File: src/rtl/tpu_pkg.sv
// Shared address map and enum types for the TPU MMIO front end.
package tpu_pkg;

    localparam int A_BASE      = 32'h0100;
    localparam int B_BASE      = 32'h0200;
    localparam int C_BASE      = 32'h0300;
    localparam int MATMUL_ADDR = 32'h0400;
    localparam int STATUS_ADDR = 32'h0408;
    localparam int PERF_ADDR   = 32'h0410;

    typedef enum logic [2:0] {
        RG_NONE,
        RG_A,
        RG_B,
        RG_C,
        RG_START,
        RG_STATUS,
        RG_PERF
    } region_t;

    typedef enum logic [1:0] {
        S_IDLE,
        S_RUN,
        S_DONE
    } state_t;

endpackage

File: src/rtl/tpu_mmio_decode.sv
// Combinational MMIO address decode: region, row index, C half and legality.
// Build option TPU_SEQ_PERF_EN makes the run-count address a legal read.
module tpu_mmio_decode
    import tpu_pkg::*;
#(
    parameter int DIM   = 8,
    parameter int ADDRW = 16,
    localparam int RW   = $clog2(DIM)
) (
    input  logic [ADDRW-1:0] addr,
    input  logic             r_w,
    output region_t          region,
    output logic [RW-1:0]    row_sel,
    output logic             c_half,
    output logic             illegal
);

    // A/B rows are DIM bytes, C rows are 2*DIM bytes split into two halves.
    localparam int AB_SH = $clog2(DIM);
    localparam int C_SH  = $clog2(2 * DIM);

    always_comb begin
        region  = RG_NONE;
        row_sel = '0;
        c_half  = 1'b0;
        if (addr >= ADDRW'(A_BASE) && addr < ADDRW'(A_BASE + DIM * DIM)) begin
            region  = RG_A;
            row_sel = addr[AB_SH +: RW];
        end else if (addr >= ADDRW'(B_BASE) && addr < ADDRW'(B_BASE + DIM * DIM)) begin
            region  = RG_B;
            row_sel = addr[AB_SH +: RW];
        end else if (addr >= ADDRW'(C_BASE) && addr < ADDRW'(C_BASE + 2 * DIM * DIM)) begin
            region  = RG_C;
            row_sel = addr[C_SH +: RW];
            c_half  = addr[C_SH-1];
        end else if (addr == ADDRW'(MATMUL_ADDR)) begin
            region = RG_START;
        end else if (addr == ADDRW'(STATUS_ADDR)) begin
            region = RG_STATUS;
`ifdef TPU_SEQ_PERF_EN
        end else if (addr == ADDRW'(PERF_ADDR)) begin
            region = RG_PERF;
`endif
        end
    end

    always_comb begin
        illegal = 1'b1;
        case (region)
            RG_A, RG_B, RG_START: illegal = !r_w;
            RG_C:                 illegal = 1'b0;
            RG_STATUS, RG_PERF:   illegal = r_w;
            default:              illegal = 1'b1;
        endcase
    end

endmodule

File: src/rtl/tpu_mmio_sequencer.sv
// MMIO decode front end and MatMul run sequencer for the TPU datapath.
// Build option TPU_SEQ_PERF_EN adds the run_count output and its read address.
module tpu_mmio_sequencer
    import tpu_pkg::*;
#(
    parameter int DIM   = 8,
    parameter int ADDRW = 16,
    parameter int CNTW  = $clog2(3 * DIM)
) (
    input  logic                    clk,
    input  logic                    rst_n,
    input  logic                    req_valid,
    output logic                    req_ready,
    input  logic                    r_w,
    input  logic [ADDRW-1:0]        addr,
    output logic                    wr_a,
    output logic                    wr_b,
    output logic                    wr_c,
    output logic                    rd_c,
    output logic [$clog2(DIM)-1:0]  row_sel,
    output logic                    c_half,
    output logic                    en,
    output logic                    busy,
    output logic                    done,
    output logic [1:0]              status,
`ifdef TPU_SEQ_PERF_EN
    output logic [31:0]             run_count,
`endif
    output logic                    err
);

    state_t                 r_state;
    state_t                 w_next;
    logic [CNTW-1:0]        r_cnt;
    logic                   r_done_sticky;
    region_t                w_region;
    logic [$clog2(DIM)-1:0] w_row;
    logic                   w_half;
    logic                   w_illegal;
    logic                   w_accept;
    logic                   w_ok;
    logic                   w_strobe;
    logic                   w_start;
    logic                   w_stat_rd;

    tpu_mmio_decode #(
        .DIM   (DIM),
        .ADDRW (ADDRW)
    ) u_decode (
        .addr    (addr),
        .r_w     (r_w),
        .region  (w_region),
        .row_sel (w_row),
        .c_half  (w_half),
        .illegal (w_illegal)
    );

    // Every strobe is qualified by the accept handshake in the same cycle.
    assign w_accept  = req_valid && req_ready;
    assign w_ok      = w_accept && !w_illegal;
    assign wr_a      = w_ok && (w_region == RG_A);
    assign wr_b      = w_ok && (w_region == RG_B);
    assign wr_c      = w_ok && (w_region == RG_C) && r_w;
    assign rd_c      = w_ok && (w_region == RG_C) && !r_w;
    assign err       = w_accept && w_illegal;
    assign w_start   = w_ok && (w_region == RG_START);
    assign w_stat_rd = w_ok && (w_region == RG_STATUS);
    assign w_strobe  = wr_a || wr_b || wr_c || rd_c;
    assign row_sel   = w_strobe ? w_row : '0;
    assign c_half    = w_strobe && w_half;
    assign status    = {r_done_sticky, busy};

    always_ff @(posedge clk or negedge rst_n) begin
        if (!rst_n) r_state <= S_IDLE;
        else        r_state <= w_next;
    end

    always_comb begin
        w_next = r_state;
        case (r_state)
            S_IDLE:  if (w_start) w_next = S_RUN;
            S_RUN:   if (r_cnt == CNTW'(3 * DIM - 3)) w_next = S_DONE;
            S_DONE:  w_next = S_IDLE;
            default: w_next = S_IDLE;
        endcase
    end

    // rst_n gates req_ready so nothing is accepted while reset is held.
    always_comb begin
        req_ready = 1'b0;
        en        = 1'b0;
        busy      = 1'b0;
        done      = 1'b0;
        case (r_state)
            S_IDLE:  req_ready = rst_n;
            S_RUN:   begin en = 1'b1; busy = 1'b1; end
            S_DONE:  begin busy = 1'b1; done = 1'b1; end
            default: req_ready = 1'b0;
        endcase
    end

    always_ff @(posedge clk or negedge rst_n) begin
        if (!rst_n)                 r_cnt <= '0;
        else if (r_state == S_RUN)  r_cnt <= r_cnt + 1'b1;
        else                        r_cnt <= '0;
    end

    // Set and clear never coincide: no request is accepted in DONE.
    always_ff @(posedge clk or negedge rst_n) begin
        if (!rst_n)                 r_done_sticky <= 1'b0;
        else if (r_state == S_DONE) r_done_sticky <= 1'b1;
        else if (w_stat_rd)         r_done_sticky <= 1'b0;
    end

`ifdef TPU_SEQ_PERF_EN
    logic [31:0] r_run_count;

    always_ff @(posedge clk or negedge rst_n) begin
        if (!rst_n)                 r_run_count <= 32'd0;
        else if (r_state == S_DONE) r_run_count <= r_run_count + 32'd1;
    end

    assign run_count = r_run_count;
`endif

endmodule

File: config.mk
export PLATFORM = sky130hd
export DESIGN_NAME = tpu_mmio_sequencer
export DESIGN_NICKNAME = d
export VERILOG_FILES = /design/src/rtl/tpu_pkg.sv /design/src/rtl/tpu_mmio_decode.sv /design/src/rtl/tpu_mmio_sequencer.sv
export SDC_FILE = /design/constraint.sdc
export NUM_CORES = 1
export LEC_CHECK = 0
export CORE_MARGIN = 2
export CORE_UTILIZATION = 44
export DETAILED_ROUTE_END_ITERATION = 10
export PLACE_DENSITY = 0.86
export SLEW_MARGIN = 20
export SYNTH_ARGS = -nofsm -noshare
export SYNTH_HDL_FRONTEND = slang
export SYNTH_SLANG_ARGS = --single-unit
File: constraint.sdc
create_clock -name clk -period 6.44 [get_ports clk]
set_input_delay 1.288 -clock clk [delete_from_list [all_inputs] [get_ports clk]]
set_output_delay 1.288 -clock clk [all_outputs]
set_load 0.03 [all_outputs]
==> results of run 1 <==
[kinds of logic (layout without fill, tap and decap cells)]
group           Yosys count  count (layout)  share of synthesized area, %
compound gates           20              20                          18.9
xor+xnor                  4               4                          4.49
fa+ha+maj                 6               6                          9.62
buf+inv                  10              44                          6.89
flops                     8               8                          25.6
simple gates             43              43                          34.5
[state kept, by name, indices dropped and copies added (netlist names)]
register	cells
r_cnt	5
r_state	2
r_done_sticky	1
[cell type report]
type | count | area share, %
timing repair buffer | 34 | 29.9
multi-input combinational | 73 | 46.3
sequential | 8 | 17.6
tap | 17 | 1.87
inverter | 7 | 2.31
clock buffer | 3 | 1.98
[cell usage after synthesis (all sizes together)]
cell          number
and3               1
and3b              1
nand3              3
nand4              1
nand2              3
buf                2
nor4               6
nor2              10
ha                 6
a22oi              3
a31o               1
or2                2
inv                7
or3                2
o21ba              1
dfrtp              8
o2bb2ai            1
a211oi             1
xnor2              1
a2111oi            1
a211o              1
nor4b              2
nor3               3
dlymetal6s2s       1
a32o               1
a2bb2oi            1
or4b               2
o41ai              1
o21bai             2
o21ai              2
a21oi              4
and2               1
or4                3
xor2               3
nand4b             1
nand2b             2
[power breakdown]
group          total, uW  internal (uW)  switching (uW)
clock network       37.9           21.3            16.6
logic                132           57.7            74.7
registers           69.4           60.7            8.67
total                240            140             100
[metrics by stage]
step | std cells | utilization [%] | power, uW | instance area, sq um | hold slack [ns]
after global routing | 142 | 67.3 | 255 | 1140 | 0.514
after global placement | 139 | 66.0 | 197 | 1110 | 0.470
after floorplan | 91 | - | 155 | 781 | 0.451
final | 142 | 67.3 | 240 | 1140 | 0.481
after CTS | 142 | 67.3 | 242 | 1140 | 0.482
after detailed placement | 139 | 66.0 | 202 | 1110 | 0.474
[worst paths after layout]
kind,to,slack [ns],cells past startpoint,from
setup / recovery,wr_b,1.23,6,addr[8]
hold reg to reg,r_cnt[0],0.48,1,r_cnt[0]
max in group asynchronous,r_cnt[1],4.82,1,rst_n
setup reg to reg,r_state[0],4.16,6,r_state[0]
hold / removal,r_cnt[0],0.48,1,r_cnt[0]
min in group asynchronous,r_state[0],1.33,1,rst_n
[layer usage]
layer  vias to the layer above  routed length (um)  part of all wire, %  GRT usage [%]
li1                        413                   -                    -              -
met1                       370                 768                   39           18.9
met2                        29                1030                   53           38.6
met3                         4                 126                  6.4           5.10
met4                         0                  31                  1.6           6.86
met5                         -                   0                    0              0
[critical path: stages]
cell and delay [ns]:
sky130_fd_sc_hd__clkdlybuf4s50_1 0.51, sky130_fd_sc_hd__or4_4 0.58, sky130_fd_sc_hd__a2111oi_0 0.31, sky130_fd_sc_hd__o21ai_1 0.22
sky130_fd_sc_hd__nor4_1 0.30, sky130_fd_sc_hd__clkdlybuf4s50_1 0.72
==> results, run 1 <==
- The sum of overflow across all layers after global routing is 0.
- The worst-case vdd ir drop is 0.0938 mV.
- The later pin in the worst-skew pair is clocked with a latency of 0.25 ns.
- The top cell type by area accounts for 25.6% of the synthesized area.
- Counting the fill cells in the layout gives 139.
- Using the TritonRoute via totals, the vias-per-cell ratio works out to 5.75.
- For this block, the via count after detailed routing is 816.
- Setup repair after global routing left no endpoint under its margin.
- For this run, the top clock speed supported by timing is 192 MHz.
- The tool flagged a number of max-cap violations equal to 0.
- Cells with a size suffix above 1 make up 10.4% of the layout.
- The endpoint required time on the critical path is 5.15 ns.
- The post-cts resize count is 0.
- In this run the horizontal extent of the chip is 46.1 um.
- The post-synthesis sequential element count is 8.
- The count of input and output buffers is 34.
- By area the synthesized netlist is led by sky130_fd_sc_hd__dfrtp_1, sky130_fd_sc_hd__ha_1, sky130_fd_sc_hd__nor2_1.
- The floorplan has 15 rows.
- The floorplan die area is 2130 sq um.
- Setup violations remaining at the end of the flow were counted as 0.
- For the pin with the worst max-slew slack, the measured transition is 0.577 ns.
- The max-slew violation total from the final report is 0.
- The total I/O pin count is 35.
- TritonCTS built the clock tree.
- The kind of capture point of the worst setup path is an output port.
- The count of cell types in the netlist is 38.
- The initial antenna violation count is 0.
- The number of global-route vias before repair is 745.
- The number of buffers created by CTS is 3.
- The clock net in this run drives a total of 8 sinks.
- The height of the die is 46.1 um.
- The setup path with the least slack is of type in -> out.
- In the final design database the tool counted 153 nets.
- The static power due to leakage is 0.000430 uW.
- The final weighted congestion in routability-driven placement is 0.806.
- For this block, the initial DRC count from the detailed router was 14.
- The number of hold buffers added after CTS was 0.
- The data arrival at the endpoint of the critical path is 3.93 ns.
- The setup slack after layout is 1.23 ns.
- The initial core utilization is 46.2%.
- The total setup buffers inserted after CTS is 0.
- Wires add up to 1960 um.
- After clock tree synthesis, the clock-pin slew on the worst setup and hold paths is 0.05 ns.
- From synthesis to final layout, the design area changed by 45.7%.
- The aggregate global-route resource usage is 19.6%.
- The power density over cell area is 211 nW/um^2.
- The largest net degree at the start of global routing is 11.
- The post-synthesis net count is 117.
- At the placement stage, the worst setup path has a slack of 1.24 ns.
- The mean area per synthesized cell is 8.58 sq um.
- The maximum fanout along the worst path is 7.
- The worst setup path is launched from a primary input.
- The library cell used most frequently in the layout, excluding fill and tap cells, is sky130_fd_sc_hd__clkdlybuf4s50_1.
- The half-perimeter wire length after detailed placement is 1620 um.
- In the final layout, flip-flops and latches occupy 200 sq um.
- The core region is 1690 sq um.
- The clock passes through at most 2 buffers.
- The number of hold-slack violations in the final timing report was 0.
- The worst hold path belongs to the class reg -> reg.
- The flow ran to the end, and the final reports show no timing, DRC or antenna violations.
- In the layout the commonest cells are sky130_fd_sc_hd__clkdlybuf4s50_1, sky130_fd_sc_hd__nor2_1, sky130_fd_sc_hd__dfrtp_1.
- The number of detailed-routing iterations run before antenna repair is 4.
- The cell area after synthesis is 781 sq um.
- 0 antenna diodes ended up in the layout.
- The tree is rooted in a sky130_fd_sc_hd__clkbuf_4.
- For the final routed database, the setup TNS stands at 0 ns.
- Headroom to the max-slew limit came out at 61.2%.
- After detailed routing, the average wire length per cell comes to 13.8 um.
- Summing all multi-input logic gate instances after layout gives 527 sq um.
- The smallest clock period supported by the final layout is computed as 5.21 ns.
- The final worst-path cycle share is 81.0%.
- The synthesized design spends more area on one cell type than any other, namely sky130_fd_sc_hd__dfrtp_1.
- The remaining number of nets flagged by the antenna check after routing is 0.
- The number of warning messages in the yosys log is 0.
- The instance count of the mapped netlist is 91.
- After detailed routing, the number of remaining DRC violations is 0.
- Summing the sequential cell areas from Yosys gives 25.6% of the chip area.
- The wire length of the first global-routing pass is 2970 um.
- The deepest level of the CTS H-tree is 1.
- The post-route clock skew is 0.00223 ns.
Note: power is estimated with default switching activity, not from simulation.
==> inputs of run 2 (changes only) <==
--- a/config.mk
+++ b/config.mk
@@ -6,9 +6,9 @@
 export NUM_CORES = 1
 export LEC_CHECK = 0
 export CORE_MARGIN = 2
-export CORE_UTILIZATION = 44
+export CORE_UTILIZATION = 37
 export DETAILED_ROUTE_END_ITERATION = 10
-export PLACE_DENSITY = 0.86
+export PLACE_DENSITY = 0.77
 export SLEW_MARGIN = 20
 export SYNTH_ARGS = -nofsm -noshare
 export SYNTH_HDL_FRONTEND = slang
==> constraint.sdc (replaced) <==
create_clock -name clk -period 4.45 [get_ports clk]
set_input_delay 0.89 -clock clk [delete_from_list [all_inputs] [get_ports clk]]
set_output_delay 0.89 -clock clk [all_outputs]
set_load 0.03 [all_outputs]
==> run 2 against run 1 <==
  * Clock-buffer cell count stayed put
  * Critical path depth stayed put
  * Clock skew is 0.0019 ns higher
  * Critical endpoint is now row_sel[0]
  * Largest power group unchanged
  * Highest routed layer unchanged
==> results, run 2 (synthesized netlist as in run 1, its figures left out) <==
- The worst setup path is captured at an output port.
- The post-route clock skew was 0.00417 ns (+0.00194 ns).
- The initial core utilization came to 39.4% (-6.8 points).
- The transition time at the pin with the least slew margin was 0.512 ns (-0.0656 ns).
- The setup slack after layout is 0.209 ns (-1.02 ns).
- The delay of the slowest cell on the worst path is 0.70 ns (-0.02 ns).
- In this run the clock root is driven by a sky130_fd_sc_hd__clkbuf_4.
- The largest registers in the layout are r_cnt (5), r_state (2), r_done_sticky (1).
- The number of buffers created by CTS is 3 (unchanged).
- The endpoint required time on the critical path was 3.56 ns (-1.59 ns).
- The maximum fanout along the worst path came to 6 (-1).
- The worst flop-to-flop path startpoint is r_state[0].
- The final setup violation count is 0 (unchanged).
- The minimum setup slack after placement is 0.0930 ns (-1.15 ns).
- The number of buffers added to fix hold violations after cts is 0 (unchanged).
- The static power due to leakage is 0.000529 uW (+23%).
- The initial antenna violation count is 0 (unchanged).
- The number of nets in the layout is 158 (+3.3%).
- The max-slew violation total from the final report is 0 (unchanged).
- The worst path in the final design needs a cycle of 4.24 ns, including I/O delays and setup.
- Setup repair after global routing left no endpoint under its margin.
- The layout cell share with drive strength beyond 1 is 13.8% (+3.4 points).
- The synthesis-to-finish area growth is 53.4%.
- The post-layout instance count excluding filler cells is 157 (+11%).
- The maximum frequency from static timing analysis is 236 MHz.
- The largest net degree at the start of global routing came to 10 (-1).
- The remaining number of nets flagged by the antenna check after routing is 0 (unchanged).
- The wire length of the first global-routing pass is 3550 um (+20%).
- The total power of the final layout is 352 uW (+47%).
- The type of element launching the critical path is a primary input.
- The count of input and output buffers is 34 (unchanged).
- The routed wirelength normalized by instance count was 13.4 um (-3.0%).
- The final worst-path cycle share is 95.3%.
- The deepest level of the CTS H-tree is 1 (unchanged).
- The number of diodes is 0 (unchanged).
- The classification of the worst-slack hold path is reg -> reg.
- The number of global-route vias before repair is 859 (+15%).
- The aggregate global-route resource usage came to 18.2% (-1.4 points).
- The clock tree from TritonCTS is done.
- The number of violations of the max-capacitance limit is 0 (unchanged).
- Ranked by flip-flop count, first place goes to r_cnt.
- The height of the die was 49.9 um (+8.3%).
- The placeable core region is 1980 sq um (+17%).
- The sum of overflow across all layers after global routing came to 0 (unchanged).
- The initial DRC count is 10 (-4).
- The cell total after placement is 154 (+11%).
- The run finished with clean final reports.
- The half-perimeter wire length after detailed placement is 1750 um (+7.8%).
- The per-cell via count in the routed design is 5.38 (-6.3%).
- The start-to-end type of the worst setup path is in -> out.
- The worst-case vdd ir drop is 0.185 mV (+97%).
- The clock latency of the later-clocked register in the worst-skew pair is 0.26 ns (about the same).
- The floorplan die area is 2490 sq um (+17%).
- The flip-flop count of the largest register after layout came to 5 (unchanged).
- The start point of the critical path is addr[4].
- Walking the worst path, the cells encountered are clkdlybuf4s50_1 -> or4b_1 -> a2111oi_0 -> o21ai_1 -> nor3_1 -> clkdlybuf4s50_1.
- The wire length after detailed routing is 2100 um (+7.3%).
- The power density over cell area is 294 nW/um^2 (+39%).
- The final weighted congestion in routability-driven placement is 0.802 (-0.43%).
- The critical-path cell with the highest stage delay is sky130_fd_sc_hd__clkdlybuf4s50_1.
- The sum of negative setup slack is 0 ns (unchanged).
- The number of hold-slack violations in the final timing report is 0 (unchanged).
- The number of core rows was 16 (+1).
- Leaving out fill and tap cells, the most frequent cell in the layout is sky130_fd_sc_hd__clkdlybuf4s50_1.
- The data arrival at the endpoint of the critical path is 3.35 ns (-0.58 ns).
- The clock sink count is 8 (unchanged).
- The floorplan die width is 49.9 um (+8.3%).
- The DRC violation count after routing is 0 (unchanged).
- The worst hold margin is 0.501 ns (+0.0194 ns).
- The register clock-pin slew on the reported worst setup and hold paths was 0.05 ns (about the same).
- The number of buffers on the longest clock path is 2 (unchanged).
- The total I/O pin count is 35 (unchanged).
- The cell type with the highest occurrence count on the critical path is sky130_fd_sc_hd__clkdlybuf4s50_1.
- The number of detailed-routing iterations run before antenna repair is 4 (unchanged).
- The worst relative slew slack came to 65.4% (+4.3 points).
- The via total after detailed routing came to 845 (+3.6%).
- In the layout the commonest cells are sky130_fd_sc_hd__clkdlybuf4s50_1, sky130_fd_sc_hd__nor2_1, sky130_fd_sc_hd__dfrtp_1.
- In this run the most critical hold path is launched from r_cnt[0].
## run 2: changes by cell type in the layout (fill, tap and decap cells not counted), sizes merged
cell / change
buf: +5
dlymetal6s2s: +4
clkdlybuf4s50: -4
## run 2: final timing paths
check	cells after the start	to	slack (ns)
hold reg to reg	1	r_cnt[0]	0.50
setup reg to reg	6	r_state[0]	2.16
max in group asynchronous	2	r_cnt[0]	3.35
min in group asynchronous	2	r_state[1]	0.97
setup / recovery	6	row_sel[0]	0.21
hold / removal	1	r_cnt[0]	0.50
## run 2: repair_timing
| item | CTS | global route |
|---|---|---|
| resized for setup | 0 | 4 |
| endpoints found under the setup margin | 0 | 4 |
| buffers inserted | 0 | 0 |
| endpoints found under the hold margin | 0 | 0 |
## run 2: cell type report
type                    instances  area, sq um
clock buffers                   3         22.5
multi-input cells              73          527
inverters                       7         26.3
well taps                      27         33.8
repair buffers                 39          388
fillers                       175          785
flip-flops and latches          8          200
## run 2: through the flow
step	utilization (%)	instance area, sq um
final	60.4	1200
after global routing	60.4	1200
after CTS	59.9	1190
after detailed placement	58.8	1160
after global placement	58.8	1160
after floorplan	-	781
## run 2: routing by layer
layer | track usage [%] | part of all wire [%]
met5 | 0 | 0
met4 | 9.72 | 2.3
met3 | 4.85 | 7.6
met2 | 30.7 | 50
met1 | 20.7 | 41
## run 2: worst max-delay path: cells and delay by family
kind                   cells  cell delay (ns)
AND/OR/NAND/NOR            2             0.74
AO/OA/AOI/OAI              2             0.58
buffers and inverters      2             1.14
## run 2: power by group
group / internal [uW] / switching (uW) / total (uW)
Sequential: 87.9 / 12.3 / 100
Combinational: 85.8 / 110 / 196
Clock: 30.9 / 25.0 / 55.8
==> inputs of run 3 (changes only) <==
--- a/config.mk
+++ b/config.mk
@@ -5,6 +5,7 @@
 export SDC_FILE = /design/constraint.sdc
 export NUM_CORES = 1
 export LEC_CHECK = 0
+export CAP_MARGIN = 20
 export CORE_MARGIN = 2
 export CORE_UTILIZATION = 37
 export DETAILED_ROUTE_END_ITERATION = 10
==> results of run 3 <==
Final layout, timing and power as in run 2 (identical DEF).
